$ cat config.mk
export PLATFORM = sky130hd
export DESIGN_NAME = eq_reg_bank
export DESIGN_NICKNAME = d
export VERILOG_FILES = /design/src/rtl/eq_regs_pkg.sv /design/src/rtl/eq_sync_fifo.sv /design/src/rtl/eq_reg_bank.sv
export SDC_FILE = /design/constraint.sdc
export NUM_CORES = 1
export LEC_CHECK = 0
export BUFFER_PORTS_ARGS = -buffer_cell sky130_fd_sc_hd__buf_4
export CORE_MARGIN = 2
export CORE_UTILIZATION = 50
export CTS_CLUSTER_DIAMETER = 30
export CTS_CLUSTER_SIZE = 16
export DETAILED_ROUTE_END_ITERATION = 12
export HOLD_SLACK_MARGIN = 0.1
export PLACE_DENSITY = 0.73
export SLEW_MARGIN = 0
export SYNTH_ARGS = -nofsm -noshare
export SYNTH_HDL_FRONTEND = slang
export SYNTH_SLANG_ARGS = --single-unit
$ cat constraint.sdc
create_clock -name S_AXI_ACLK -period 4.37 [get_ports S_AXI_ACLK]
set_input_delay 0.2185 -clock S_AXI_ACLK [delete_from_list [all_inputs] [get_ports S_AXI_ACLK]]
set_output_delay 0.2185 -clock S_AXI_ACLK [all_outputs]
set_load 0.02 [all_outputs]
$ cat src/rtl/eq_regs_pkg.sv
// Register map, bit positions and reset constants shared by the equalizer
// register slave and its sub-blocks.
package eq_regs_pkg;

  localparam int unsigned ADDR_CTRL      = 32'h00;
  localparam int unsigned ADDR_STATUS    = 32'h04;
  localparam int unsigned ADDR_TX_DATA   = 32'h08;
  localparam int unsigned ADDR_RX_DATA   = 32'h0C;
  localparam int unsigned ADDR_GAIN_BASE = 32'h10;
  localparam int unsigned ADDR_STICKY    = 32'h30;
  localparam int unsigned ADDR_IRQ_EN    = 32'h34;

  localparam int CTRL_ENABLE = 0;
  localparam int CTRL_BYPASS = 1;
  localparam int CTRL_FLUSH  = 2;

  localparam int ST_TX_LEVEL_LSB = 0;
  localparam int ST_RX_LEVEL_LSB = 8;
  localparam int ST_TX_FULL      = 16;
  localparam int ST_RX_EMPTY     = 17;
  localparam int ST_STICKY_LSB   = 20;

  // Sticky bit order inside the 4-bit sticky field.
  localparam int STK_RX_NONEMPTY = 0;
  localparam int STK_TX_OVF      = 1;
  localparam int STK_RX_OVF      = 2;
  localparam int STK_RX_UNF      = 3;

  localparam logic [15:0] GAIN_RESET = 16'h4000;

  function automatic int unsigned word_index(input int unsigned byte_addr);
    return byte_addr >> 2;
  endfunction

endpackage

$ cat src/rtl/eq_sync_fifo.sv
// Single-clock show-ahead FIFO; push while full succeeds only alongside a pop,
// and flush clears both pointers ahead of any same-cycle push or pop.
module eq_sync_fifo #(
  parameter int DEPTH = 16,
  parameter int WIDTH = 24
) (
  input  logic                       i_clk,
  input  logic                       i_rst,
  input  logic                       i_push,
  input  logic [WIDTH-1:0]           i_data,
  input  logic                       i_pop,
  input  logic                       i_flush,
  output logic [WIDTH-1:0]           o_head,
  output logic                       o_full,
  output logic                       o_empty,
  output logic [$clog2(DEPTH):0]     o_level
);
  localparam int AW = $clog2(DEPTH);

  logic [WIDTH-1:0] r_mem [DEPTH];
  logic [AW:0]      r_wr_ptr;
  logic [AW:0]      r_rd_ptr;
  logic             w_pop_ok;
  logic             w_push_ok;

  assign o_level   = r_wr_ptr - r_rd_ptr;
  assign o_empty   = (o_level == '0);
  assign o_full    = (o_level == (AW+1)'(DEPTH));
  assign o_head    = r_mem[r_rd_ptr[AW-1:0]];
  assign w_pop_ok  = i_pop && !o_empty;
  assign w_push_ok = i_push && (!o_full || w_pop_ok);

  always_ff @(posedge i_clk) begin
    if (i_rst || i_flush) begin
      r_wr_ptr <= '0;
      r_rd_ptr <= '0;
    end else begin
      if (w_push_ok) r_wr_ptr <= r_wr_ptr + 1'b1;
      if (w_pop_ok)  r_rd_ptr <= r_rd_ptr + 1'b1;
    end
  end

  always_ff @(posedge i_clk) begin
    if (w_push_ok) r_mem[r_wr_ptr[AW-1:0]] <= i_data;
  end

endmodule

$ cat src/rtl/eq_reg_bank.sv
// Simple-bus register slave for the equalizer: control, per-band gains, sticky
// status with irq, and the CPU<->core sample FIFOs.
module eq_reg_bank
  import eq_regs_pkg::*;
#(
  parameter int C_S_AXI_ADDR_WIDTH = 6,
  parameter int C_S_AXI_DATA_WIDTH = 32,
  parameter int NUM_BANDS          = 8,
  parameter int GAIN_W             = 16,
  parameter int SAMPLE_W           = 24,
  parameter int FIFO_DEPTH         = 16
) (
  input  logic                              S_AXI_ACLK,
  input  logic                              S_AXI_ARESET,
  input  logic [C_S_AXI_ADDR_WIDTH-1:0]     wrAddr,
  input  logic [C_S_AXI_DATA_WIDTH-1:0]     wrData,
  input  logic                              wr,
  input  logic [C_S_AXI_ADDR_WIDTH-1:0]     rdAddr,
  output logic [C_S_AXI_DATA_WIDTH-1:0]     rdData,
  input  logic                              rd,
  output logic [NUM_BANDS*GAIN_W-1:0]       gains,
  output logic                              eq_enable,
  output logic                              eq_bypass,
  output logic [SAMPLE_W-1:0]               in_sample,
  output logic                              in_valid,
  input  logic                              in_ready,
  input  logic [SAMPLE_W-1:0]               out_sample,
  input  logic                              out_valid,
  output logic                              out_ready,
  output logic                              irq
);
  localparam int AW    = C_S_AXI_ADDR_WIDTH;
  localparam int DW    = C_S_AXI_DATA_WIDTH;
  localparam int WW    = AW - 2;
  localparam int LVL_W = $clog2(FIFO_DEPTH) + 1;
  localparam int GAIN_WORD0 = int'(word_index(ADDR_GAIN_BASE));
  localparam logic [WW-1:0] W_CTRL   = WW'(word_index(ADDR_CTRL));
  localparam logic [WW-1:0] W_STATUS = WW'(word_index(ADDR_STATUS));
  localparam logic [WW-1:0] W_TX     = WW'(word_index(ADDR_TX_DATA));
  localparam logic [WW-1:0] W_RX     = WW'(word_index(ADDR_RX_DATA));
  localparam logic [WW-1:0] W_STICKY = WW'(word_index(ADDR_STICKY));
  localparam logic [WW-1:0] W_IRQ_EN = WW'(word_index(ADDR_IRQ_EN));

  logic                r_wr_q;
  logic [WW-1:0]       r_wr_word;
  logic [DW-1:0]       r_wr_data;
  logic [1:0]          r_ctrl;
  logic [3:0]          r_irq_en;
  logic [3:0]          r_sticky;
  logic [GAIN_W-1:0]   r_gain [NUM_BANDS];

  logic [WW-1:0]       w_rd_word;
  logic                w_commit;
  logic                w_flush;
  logic                w_tx_push_req;
  logic                w_rx_pop_req;
  logic                w_rx_push;
  logic [3:0]          w_sticky_set;
  logic [3:0]          w_sticky_clr;
  logic [DW-1:0]       w_status;
  logic [SAMPLE_W-1:0] w_tx_head;
  logic [SAMPLE_W-1:0] w_rx_head;
  logic                w_tx_full, w_tx_empty, w_rx_full, w_rx_empty;
  logic [LVL_W-1:0]    w_tx_level, w_rx_level;
  logic                w_unused_ok;

  // Sample streams: a beat transfers on any cycle where valid && ready are both high;
  // valid never depends on ready, and a source holds data stable until the transfer.
  // The bus write strobe may be held; the last captured pair commits once when wr drops.
  assign w_commit      = r_wr_q && !wr;
  assign w_flush       = w_commit && (r_wr_word == W_CTRL) && r_wr_data[CTRL_FLUSH];
  assign w_tx_push_req = w_commit && (r_wr_word == W_TX);
  assign w_rd_word     = rdAddr[AW-1:2];
  assign w_rx_pop_req  = rd && (w_rd_word == W_RX);
  assign w_rx_push     = out_valid && !w_rx_full;

  assign w_sticky_set[STK_RX_NONEMPTY] = w_rx_push && w_rx_empty && !w_flush;
  assign w_sticky_set[STK_TX_OVF]      = w_tx_push_req && w_tx_full && !in_ready;
  assign w_sticky_set[STK_RX_OVF]      = out_valid && w_rx_full;
  assign w_sticky_set[STK_RX_UNF]      = w_rx_pop_req && w_rx_empty;
  assign w_sticky_clr = (w_commit && (r_wr_word == W_STICKY)) ? r_wr_data[3:0] : 4'h0;

  eq_sync_fifo #(.DEPTH(FIFO_DEPTH), .WIDTH(SAMPLE_W)) u_tx_fifo (
    .i_clk(S_AXI_ACLK), .i_rst(S_AXI_ARESET),
    .i_push(w_tx_push_req), .i_data(r_wr_data[SAMPLE_W-1:0]),
    .i_pop(in_ready), .i_flush(w_flush),
    .o_head(w_tx_head), .o_full(w_tx_full), .o_empty(w_tx_empty), .o_level(w_tx_level)
  );

  eq_sync_fifo #(.DEPTH(FIFO_DEPTH), .WIDTH(SAMPLE_W)) u_rx_fifo (
    .i_clk(S_AXI_ACLK), .i_rst(S_AXI_ARESET),
    .i_push(w_rx_push), .i_data(out_sample),
    .i_pop(w_rx_pop_req), .i_flush(w_flush),
    .o_head(w_rx_head), .o_full(w_rx_full), .o_empty(w_rx_empty), .o_level(w_rx_level)
  );

  always_ff @(posedge S_AXI_ACLK) begin
    if (S_AXI_ARESET) begin
      r_wr_q    <= 1'b0;
      r_wr_word <= '0;
      r_wr_data <= '0;
      r_ctrl    <= 2'b00;
      r_irq_en  <= 4'h0;
      r_sticky  <= 4'h0;
      for (int k = 0; k < NUM_BANDS; k++) r_gain[k] <= GAIN_W'(GAIN_RESET);
    end else begin
      r_wr_q <= wr;
      if (wr) begin
        r_wr_word <= wrAddr[AW-1:2];
        r_wr_data <= wrData;
      end
      if (w_commit && (r_wr_word == W_CTRL))   r_ctrl   <= r_wr_data[CTRL_BYPASS:CTRL_ENABLE];
      if (w_commit && (r_wr_word == W_IRQ_EN)) r_irq_en <= r_wr_data[3:0];
      for (int k = 0; k < NUM_BANDS; k++) begin
        if (w_commit && (r_wr_word == WW'(GAIN_WORD0 + k))) r_gain[k] <= r_wr_data[GAIN_W-1:0];
      end
      r_sticky <= (r_sticky & ~w_sticky_clr) | w_sticky_set;
    end
  end

  always_comb begin
    w_status = '0;
    w_status[ST_TX_LEVEL_LSB +: LVL_W] = w_tx_level;
    w_status[ST_RX_LEVEL_LSB +: LVL_W] = w_rx_level;
    w_status[ST_TX_FULL]               = w_tx_full;
    w_status[ST_RX_EMPTY]              = w_rx_empty;
    w_status[ST_STICKY_LSB +: 4]       = r_sticky;
  end

  always_comb begin
    rdData = '0;
    case (w_rd_word)
      W_CTRL:   rdData[1:0] = r_ctrl;
      W_STATUS: rdData      = w_status;
      W_RX:     if (!w_rx_empty) rdData = {{(DW-SAMPLE_W){w_rx_head[SAMPLE_W-1]}}, w_rx_head};
      W_STICKY: rdData[3:0] = r_sticky;
      W_IRQ_EN: rdData[3:0] = r_irq_en;
      default:  ;
    endcase
    for (int k = 0; k < NUM_BANDS; k++) begin
      if (w_rd_word == WW'(GAIN_WORD0 + k))
        rdData = {{(DW-GAIN_W){r_gain[k][GAIN_W-1]}}, r_gain[k]};
    end
  end

  for (genvar k = 0; k < NUM_BANDS; k++) begin : g_gains
    assign gains[k*GAIN_W +: GAIN_W] = r_gain[k];
  end

  assign eq_enable = r_ctrl[CTRL_ENABLE];
  assign eq_bypass = r_ctrl[CTRL_BYPASS];
  assign in_sample = w_tx_head;
  assign in_valid  = !w_tx_empty;
  assign out_ready = !w_rx_full;
  assign irq       = |(r_sticky & r_irq_en);

  assign w_unused_ok = &{1'b0, rdAddr[1:0], wrAddr[1:0], r_wr_data[DW-1:SAMPLE_W]};

endmodule
* Word level (Yosys, flattened, before mapping)
Memories as Yosys holds them, arrays and structs flattened. A register that Yosys moved wholly into a read port is not among the register bits.
Index checks and enable logic that the tools add are counted.
** Word-level totals
- Memory bits (writable) :: 896
- Memories :: 3
- Bits in registers :: 59
- Bits in read-only memories :: 0
- Word-level logic and storage cells :: 152
- Output and inout bits :: 189
- Bits in latches :: 0
- Bits of input ports :: 74
** Memory list
- u_rx_fifo.r_mem :: depth 16, bits a word 24, rd ports 1, clocked after memory_dff 1, wr ports 1, line eq_sync_fifo.sv:20 : logic [WIDTH-1:0] r_mem [DEPTH];
- u_tx_fifo.r_mem :: depth 16, bits a word 24, rd ports 1, clocked after memory_dff 1, wr ports 1, line eq_sync_fifo.sv:20
- r_gain :: depth 8, bits a word 16, rd ports 8, clocked after memory_dff 0, wr ports 8, line eq_reg_bank.sv:50 : logic [GAIN_W-1:0] r_gain [NUM_BANDS];
** Cells by class
- Divide/modulo/power cells :: 0
- Magnitude comparators :: 0
- Shift-type cells :: 0
- Multiplexer cells :: 55
- Multiply operators :: 0
- $add $sub $neg :: 6
- Bitwise gates (word level) :: 12
- Reduce and logical (&&, ||, !) cells :: 41
- Eq/ne operators :: 25
** Operator list (count)
- 32-bit 2-to-1 mux :: 9
- 16-bit 2-to-1 mux :: 8
- 28-bit one-hot mux with 2 select lines :: 1
- 4-bit == test, second input constant :: 12
- 4-bit by 3-bit == test with 1-bit output, second input constant :: 8
- 1-bit 2-to-1 mux :: 30
- 1-bit logical AND :: 26
- 5-bit by 1-bit adder with 5-bit output, second input constant :: 4
- 4-bit 2-to-1 mux :: 5
- 5-bit == test, second input constant :: 2
- 5-bit zero test :: 2
- 2-bit one-hot mux with 5 select lines :: 1
- 5-bit subtractor :: 2
- 4-bit AND :: 2
- 4-bit by 2-bit == test with 1-bit output, second input constant :: 2
- 4-bit zero test :: 2
- 1-bit OR :: 8
- 2-bit one-hot mux with 4 select lines :: 1
- 1-bit zero test :: 7
- 4-bit by 1-bit == test with 1-bit output, second input constant :: 1
- 4-bit NOT :: 1
- 4-bit OR :: 1
- 4-bit OR reduction :: 1
- 1-bit logical OR :: 3

* Longest topological paths before layout
Gate-level depths: netlist (run 1).
- Depth in word-level cells :: 12
- Mapped depth :: 11
- Depth with buffers taken out :: 10

* Hierarchy
Synthesis (run 1) repeated with hierarchy kept, for this count alone.
** Second synthesis, totals
- Cells, all modules :: 2000
- Area, all modules :: 38428.1 sq um
** Modules (own cells, without submodules)
- eq_sync_fifo at u_rx_fifo :: cells an instance 645, times used 1, seq. area each 11811.3 sq um, area an instance 15331.0 sq um
- eq_sync_fifo at u_tx_fifo :: cells an instance 645, times used 1, seq. area each 11811.3 sq um, area an instance 15329.7 sq um
- eq_reg_bank :: cells an instance 710, times used 1, seq. area each 4624.4 sq um, area an instance 7767.4 sq um

* Least setup slack after synthesis (run 1)
Ideal clock, no wire load.
- Path type :: reg-to-reg
- From :: register u_tx_fifo.r_wr_ptr[0]
- To :: memory u_tx_fifo.r_mem[0][0], enable pin
- Slack :: 40 ps
- Required time :: 3935 ps
- Library setup time :: 435 ps
- Cell stages (with the launch flop) :: 11
- Arrival time :: 3895 ps
- Buffers on the path :: 0
- Period minus slack after synthesis :: 4330 ps
- Cells stage by stage :: dfxtp_1 -> inv_1 -> ha_1 -> inv_1 -> fa_1 -> and3_1 -> or3_1 -> o2111a_1 -> nor2_1 -> nand2_1 -> nor3_1
** Between the ends
- Longest elaborated chain between the ends :: 8
- Elaborated cells between the ends (all ways) :: 10
- Classes of those cells :: 1 x add/sub; 1 x eq/ne; 2 x mux; 6 x reduce/logical
** Ends and longest elaborated chain
- from (decl) :: line eq_sync_fifo.sv:21 : logic [AW:0] r_wr_ptr;
- from (signal assigned) :: line eq_sync_fifo.sv:38 : if (w_push_ok) r_wr_ptr <= r_wr_ptr + 1'b1;
- 5-bit subtractor :: line eq_sync_fifo.sv:26 : assign o_level = r_wr_ptr - r_rd_ptr;
- 5-bit zero test :: line eq_sync_fifo.sv:27 : assign o_empty = (o_level == '0);
- 1-bit zero test :: line eq_sync_fifo.sv:30 : assign w_pop_ok = i_pop && !o_empty;
- 1-bit logical AND :: line eq_sync_fifo.sv:30
- 1-bit logical OR :: line eq_sync_fifo.sv:31 : assign w_push_ok = i_push && (!o_full || w_pop_ok);
- 1-bit logical AND :: line eq_sync_fifo.sv:31
- 1-bit 2-to-1 mux :: line eq_sync_fifo.sv:44 : if (w_push_ok) r_mem[r_wr_ptr[AW-1:0]] <= i_data;
- 1-bit 2-to-1 mux (implied by the code) :: line eq_sync_fifo.sv:44
- to (decl) :: line eq_sync_fifo.sv:20
Parallel ways exist; a longest one is shown, timed or not.

* Final worst setup path (run 1)
- From :: register u_rx_fifo.r_wr_ptr[0]
- To :: output port rdData[23]
** Between the ends
- Longest elaborated chain between the ends :: 12
** Ends and longest elaborated chain
- from (decl) :: line eq_sync_fifo.sv:21
- from (signal assigned) :: line eq_sync_fifo.sv:38
- 5-bit subtractor :: line eq_sync_fifo.sv:26
- 5-bit zero test :: line eq_sync_fifo.sv:27
- 32-bit 2-to-1 mux :: line eq_reg_bank.sv:135 : W_RX: if (!w_rx_empty) rdData = {{(DW-SAMPLE_W){w_rx_head[SAMPLE_W-1]}}, w_rx_head};
- 28-bit one-hot mux with 2 select lines :: line eq_reg_bank.sv:132 : case (w_rd_word)
- 32-bit 2-to-1 mux (8 in series) :: line eq_reg_bank.sv:141 : if (w_rd_word == WW'(GAIN_WORD0 + k))
- to (decl) :: line eq_reg_bank.sv:19 : output logic [C_S_AXI_DATA_WIDTH-1:0] rdData,
No other way between the ends.

==> results of run 1 <==
cells by family after synthesis:
kind of cell               after synthesis  synth area share [%]
buffers and inverters                  161                  1.85
and+or+nand+nor                        383                  4.58
AOI/OAI and AO/OA                      183                  3.15
adders and majority gates               20                 0.692
DFF                                    963                  73.6
muxes                                  305                  15.6
xor gates and xnor gates                21                 0.479
path summary, 6_finish.rpt:
kind                                             from                      end  slack (ns)  depth (start not counted)
worst min-delay path                   out_sample[23]  u_rx_fifo.r_mem[10][23]        0.34                          2
worst min register to register  u_rx_fifo.r_rd_ptr[4]    u_rx_fifo.r_rd_ptr[4]        0.51                          2
worst max register to register  u_rx_fifo.r_wr_ptr[0]              r_sticky[3]        0.64                         11
worst max-delay path            u_rx_fifo.r_wr_ptr[0]               rdData[23]        0.20                         10
synth_stat cells, types with 22 or more instances:
cell / n
a21oi_1: 51
buf_2: 30
clkbuf_1: 65
dfxtp_1: 67
edfxtp_1: 896
inv_1: 39
mux2i_1: 57
mux4_2: 233
nand2_1: 64
nand2b_1: 35
nor2_1: 182
nor3_1: 22
o21ai_0: 27
worst reg2reg max path: cells and delay by family, from the launching register on:
family                   cells  cell delay (ns)
XOR/XNOR                     1             0.24
AO/OA/AOI/OAI                3             0.88
AND/OR/NAND/NOR              2             0.27
buffers and inverters        3             1.25
flip-flops                   1             0.41
adder cells (fa/ha/maj)      2             0.64
final cells by class:
| cell class | instances | share of cell area, % |
|---|---|---|
| flip-flops and latches | 963 | 58.4 |
| clock buffers | 181 | 8.57 |
| repair buffers | 435 | 7.50 |
| multi-input cells | 912 | 19.6 |
| inverters | 41 | 0.318 |
| clock inverters | 116 | 2.90 |
| well taps | 1030 | 2.66 |
| diodes | 2 | 0.0103 |
flip-flops by register name (all words and copies together), names as in the netlist, named ones only:
register,cells
r_ctrl,2
r_gain,128
r_irq_en,4
r_sticky,4
r_wr_data,24
r_wr_q,1
r_wr_word,4
u_rx_fifo.r_mem,384
u_rx_fifo.r_rd_ptr,5
u_rx_fifo.r_wr_ptr,5
u_tx_fifo.r_mem,384
u_tx_fifo.r_rd_ptr,5
u_tx_fifo.r_wr_ptr,5
power breakdown:
part | internal (W) | total (W) | leakage (nW) | switching (W)
Clock | 0.00828 | 0.0128 | 2.67 | 0.00457
Sequential | 0.0102 | 0.0106 | 8.80 | 0.000314
Combinational | 0.00131 | 0.00259 | 5.00 | 0.00128
Total | 0.0198 | 0.0260 | 16.5 | 0.00616
stage by stage:
stage | hold WS (ns) | setup WS [ns] | power (W)
3_5_place_dp | 0.460 | 0.699 | 0.0132
3_3_place_gp | 0.453 | 0.839 | 0.0132
6_report | 0.339 | 0.199 | 0.0260
4_1_cts | 0.297 | 0.160 | 0.0261
2_1_floorplan | 0.317 | 0.0403 | 0.0123
5_1_grt | 0.339 | 0.00141 | 0.0267
layer usage:
| metal | vias up | wire length [µm] | global-route usage [%] |
|---|---|---|---|
| met2 | 1347 | 51600 | 43.2 |
| met3 | 269 | 10300 | 7.39 |
| li1 | 9201 | - | - |
| met1 | 11581 | 38700 | 34.0 |
| met5 | - | 32 | 0 |
| met4 | 6 | 4120 | 11.9 |
what timing repair did:
item                                   4_1_cts  5_1_grt
endpoints found under the hold margin      449        0
hold buffers                               110        0
gates resized for setup                      1        0
setup endpoints to repair                    1        0
setup buffers                                0        0
==> flow_metrics.env, run 1 <==
export IMPL_place_inst=3271
export IMPL_synth_fp_nets=2130
export IMPL_cp_buffers_inverters=2
export IMPL_period_share_pct=95.4
export IMPL_postSynth_asyncResetShare_pct=0
export IMPL_setup_viol=0
export IMPL_synth_cell_types=60
export IMPL_final_setup_skew_ns=0.0276
export IMPL_drive_gt1_share_pct=33.2
export IMPL_totalWireLength_um=105000
export IMPL_clk_latency_ns=0.75
export IMPL_synth_edf_count=896
export IMPL_grt_pass1_vias=23165
export IMPL_antenna_found_initial=6
export IMPL_fin_tns_setup_ns=0
export IMPL_end_kind="output pin"
export IMPL_final_common_cell="edfxtp_1"
export IMPL_wl_per_cell_um=28.5
export IMPL_crit_slowest_cell="fa_1"
export IMPL_p_per_area_nw_per_um2=537
export IMPL_synth_avg_cell_area_um2=18.8
export IMPL_firstDrtPassIters=5
export IMPL_ant_nets=0
export IMPL_status="completed"
export IMPL_dr_first_iter_drc_count=2882
export IMPL_fmax_mhz=240
export IMPL_num_vias=22404
export IMPL_grt_max_degree=66
export IMPL_crit_chain="inv_1 > ha_1 > fa_1 > nand2b_1 > a221o_1 > nand2_1 > a21o_2 > o21ai_1 > a21o_1 > buf_4"
export IMPL_path_clk_slew_ns=0.05
export IMPL_tightest_slew_ns=1.19
export IMPL_grt_overflow_total=0
export IMPL_grt_pass1_wl_um=152000
export IMPL_rsz0062_at_grt="no"
export IMPL_critPathKind="reg2out"
export IMPL_irDropWorstVdd_v=0.000464
export IMPL_final_nets=2606
export IMPL_final_cells=3680
export IMPL_multi_input_area_um2=9480
export IMPL_die_x_um=281
export IMPL_final_max_slew_violation_count=0
export IMPL_rows=101
export IMPL_slowest_delay_ns=0.42
export IMPL_synthesis_area_um2=38400
export IMPL_clock_sinks=963
export IMPL_fillers=4981
export IMPL_ys_warn_count=0
export IMPL_yosys_area_top_type_share_pct=70.1
export IMPL_gp_congestion=0.895
export IMPL_hold_viol=0
export IMPL_numCtsBuffers=159
export IMPL_ys_seq_elements=963
export IMPL_power_leakage_nw=16.5
export IMPL_area_growth_pct=26.1
export IMPL_seq_area_frac_synth_pct=73.6
export IMPL_cts_buffer_depth=3
export IMPL_final_util_pct=63.7
export IMPL_dpl_hpwl_um=61200
export IMPL_critPathTopFamily="compound AO/OA/AOI/OAI gates"
export IMPL_relSlewSlack_pct=20.6
export IMPL_worstHoldPathType="in2reg"
export IMPL_cp_start_kind="flop"
export IMPL_ys_flop_type="edfxtp_1"
export IMPL_finalCriticalPeriod_ns=4.17
export IMPL_initial_core_util_pct=50.5
export IMPL_grt_util_all_layers_pct=26.7
export IMPL_htreeDepth=4
export IMPL_core_area_um2=75900
export IMPL_synth_area_top_cells="edfxtp_1 70%, mux4_2 14%, dfxtp_1 3.5%"
export IMPL_num_io_pins=263
export IMPL_final_cell_mix="896 x edfxtp_1, 318 x buf_4, 233 x mux4_2"
export IMPL_critPathRequiredTime_ns=4.15
export IMPL_synth_top_cell_by_area="edfxtp_1"
export IMPL_dieArea_um2=78900
export IMPL_cp_max_fo=12
export IMPL_maxCapViolCount=0
export IMPL_drc=0
export IMPL_placed_cell_area_um2=41700
export IMPL_cts_tree="built"
export IMPL_stdcell_area_um2=48400
export IMPL_viasPerCell=6.09
export IMPL_cts_root_buf="clkbuf_16"
export IMPL_synth_cells=2036
export IMPL_critPathArrivalTime_ns=3.95
export IMPL_seqCellArea_um2=28300
export IMPL_port_buffers=250
export IMPL_die_y_um=281
No activity file was read; power rests on OpenSTA's default activity.
==> inputs of run 2 (changes only) <==
--- a/config.mk
+++ b/config.mk
@@ -6,13 +6,13 @@
 export NUM_CORES = 1
 export LEC_CHECK = 0
 export BUFFER_PORTS_ARGS = -buffer_cell sky130_fd_sc_hd__buf_4
-export CORE_MARGIN = 2
+export CORE_MARGIN = 10
 export CORE_UTILIZATION = 50
 export CTS_CLUSTER_DIAMETER = 30
 export CTS_CLUSTER_SIZE = 16
 export DETAILED_ROUTE_END_ITERATION = 12
 export HOLD_SLACK_MARGIN = 0.1
-export PLACE_DENSITY = 0.73
+export PLACE_DENSITY = 0.7
 export SLEW_MARGIN = 0
 export SYNTH_ARGS = -nofsm -noshare
 export SYNTH_HDL_FRONTEND = slang
==> constraint.sdc (replaced) <==
create_clock -name S_AXI_ACLK -period 4.6 [get_ports S_AXI_ACLK]
set_input_delay 0.23 -clock S_AXI_ACLK [delete_from_list [all_inputs] [get_ports S_AXI_ACLK]]
set_output_delay 0.23 -clock S_AXI_ACLK [all_outputs]
set_load 0.02 [all_outputs]
==> run 2 against run 1 <==
Final cell count is 0.27% higher. Worst hold slack improved by 0.012 ns. Critical path type unchanged. Die area grew 12%. Global-route usage shrank 3.0 points. Wire length is 0.94% higher. Clock-buffer cell count up 7.
==> flow_metrics.env, run 2 (synthesis results as in run 1) <==
export IMPL_status="completed"
export IMPL_dpl_hpwl_um=64000
export IMPL_fin_hold_ws_ns=0.351
export IMPL_die_x_um=297
export IMPL_numCtsBuffers=164
export IMPL_drive_gt1_share_pct=33.5
export IMPL_clk_latency_ns=0.73
export IMPL_dr_first_iter_drc_count=2551
export IMPL_grt_max_degree=69
export IMPL_critPathKind="reg2out"
export IMPL_rr_worst_depth=11
export IMPL_maxCapViolCount=0
export IMPL_num_io_pins=263
export IMPL_area_growth_pct=26.8
export IMPL_hold_viol=0
export IMPL_wl_per_cell_um=28.7
export IMPL_setup_viol=0
export IMPL_final_setup_skew_ns=0.0436
export IMPL_core_area_um2=75900
export IMPL_gp_congestion=0.899
export IMPL_irDropWorstVdd_v=0.000530
export IMPL_die_y_um=297
export IMPL_critPathArrivalTime_ns=4.01
export IMPL_path_clk_slew_ns=0.05
export IMPL_drc=0
export IMPL_cts_buffer_depth=3
export IMPL_final_max_slew_violation_count=0
export IMPL_critPathRequiredTime_ns=4.37
export IMPL_postCtsSetupBuffers=0
export IMPL_grt_util_all_layers_pct=23.8
export IMPL_finalCriticalPeriod_ns=4.24
export IMPL_htreeDepth=4
export IMPL_end_kind="output pin"
export IMPL_stdcell_area_um2=48600
export IMPL_fin_tns_setup_ns=0
export IMPL_grt_pass1_wl_um=155000
export IMPL_viasPerCell=6.01
export IMPL_r2r_slack_ns=0.75
export IMPL_totalWireLength_um=106000
export IMPL_rows=101
export IMPL_placed_cell_area_um2=41800
export IMPL_tightest_slew_ns=1.29
export IMPL_grt_overflow_total=0
export IMPL_final_common_cell="edfxtp_1"
export IMPL_antenna_found_initial=8
export IMPL_worstHoldPathType="in2reg"
export IMPL_fmax_mhz=236
export IMPL_final_nets=2608
export IMPL_clock_sinks=963
export IMPL_period_share_pct=92.2
export IMPL_num_vias=22166
export IMPL_multi_input_area_um2=9480
export IMPL_ant_nets=0
export IMPL_firstDrtPassIters=5
export IMPL_relSlewSlack_pct=13.6
export IMPL_whs_path_depth=2
export IMPL_p_per_area_nw_per_um2=514
export IMPL_fillers=5052
export IMPL_cp_max_fo=12
export IMPL_dieArea_um2=88200
export IMPL_seqCellArea_um2=28300
export IMPL_port_buffers=250
export IMPL_power_leakage_nw=16.6
export IMPL_final_cell_mix="896 x edfxtp_1, 316 x buf_4, 233 x mux4_2"
export IMPL_grt_pass1_vias=23187
export IMPL_cts_root_buf="clkbuf_16"
export IMPL_rsz0062_at_grt="no"
export IMPL_cts_tree="built"
export IMPL_initial_core_util_pct=50.5
export IMPL_cp_start_kind="flop"
-- run 2: changes by cell type in the layout (fill, tap and decap cells not counted), sizes merged, moves of 4 or more --
| cell | change |
|---|---|
| dlygate4sd3 | -4 |
| clkinvlp | -5 |
| diode | +4 |
| inv | -5 |
| clkinv | +11 |
| clkbuf | +7 |
-- run 2: final timing paths --
check	startpoint	end
setup / recovery	u_rx_fifo.r_wr_ptr[0]	rdData[23]
hold / removal	out_sample[7]	u_rx_fifo.r_mem[0][7]
hold reg to reg	u_rx_fifo.r_rd_ptr[4]	u_rx_fifo.r_rd_ptr[4]
setup reg to reg	u_tx_fifo.r_wr_ptr[0]	u_tx_fifo.r_mem[8][16]
-- run 2: worst max-delay path, cell delays in order, from the launching register on --
cell	delay [ns]
dfxtp_1	0.42
inv_1	0.12
ha_1	0.22
fa_1	0.43
nand2b_1	0.19
a221o_1	0.34
nand2_1	0.35
a21o_2	0.45
o21ai_1	0.34
a21o_1	0.25
buf_4	0.15
-- run 2: final cells by class --
cell class              instances  share of cell area, %
diodes                          6                 0.0309
clock buffers                 188                   8.84
clock inverters               118                   3.06
inverters                      41                  0.317
multi-input cells             912                   19.5
flip-flops and latches        963                   58.1
well taps                    1030                   2.65
repair buffers                432                   7.47
-- run 2: timing repair --
| item | 4_1_cts | 5_1_grt |
|---|---|---|
| endpoints found under the setup margin | 0 | 1 |
| resized for setup | 0 | 1 |
| endpoints found under the hold margin | 451 | 0 |
| hold buffers | 106 | 0 |
-- run 2: metrics by stage --
step                      power [W]  std cells  setup slack (ns)  utilization (%)
after detailed placement     0.0126       3272             0.756             55.0
after global routing         0.0257       3686             0.164             64.0
final                        0.0250       3690             0.360             64.0
after floorplan              0.0117       2036             0.270                -
after CTS                    0.0251       3684             0.108             64.0
after global placement       0.0125       3272             0.924             55.0
-- run 2: metal layers --
metal	vias to the layer above	GRT usage [%]	wire length, µm
met5	-	0	17
met4	2	9.17	3560
met3	222	7.68	11600
met2	1297	38.3	52000
met1	11441	29.7	38600
li1	9204	-	-
-- run 2: power breakdown --
part / internal, W / leakage, nW / switching (W)
Clock: 0.00815 / 2.79 / 0.00438
Sequential: 0.00973 / 8.80 / 0.000299
Combinational: 0.00124 / 5.00 / 0.00120
Total: 0.0191 / 16.6 / 0.00587
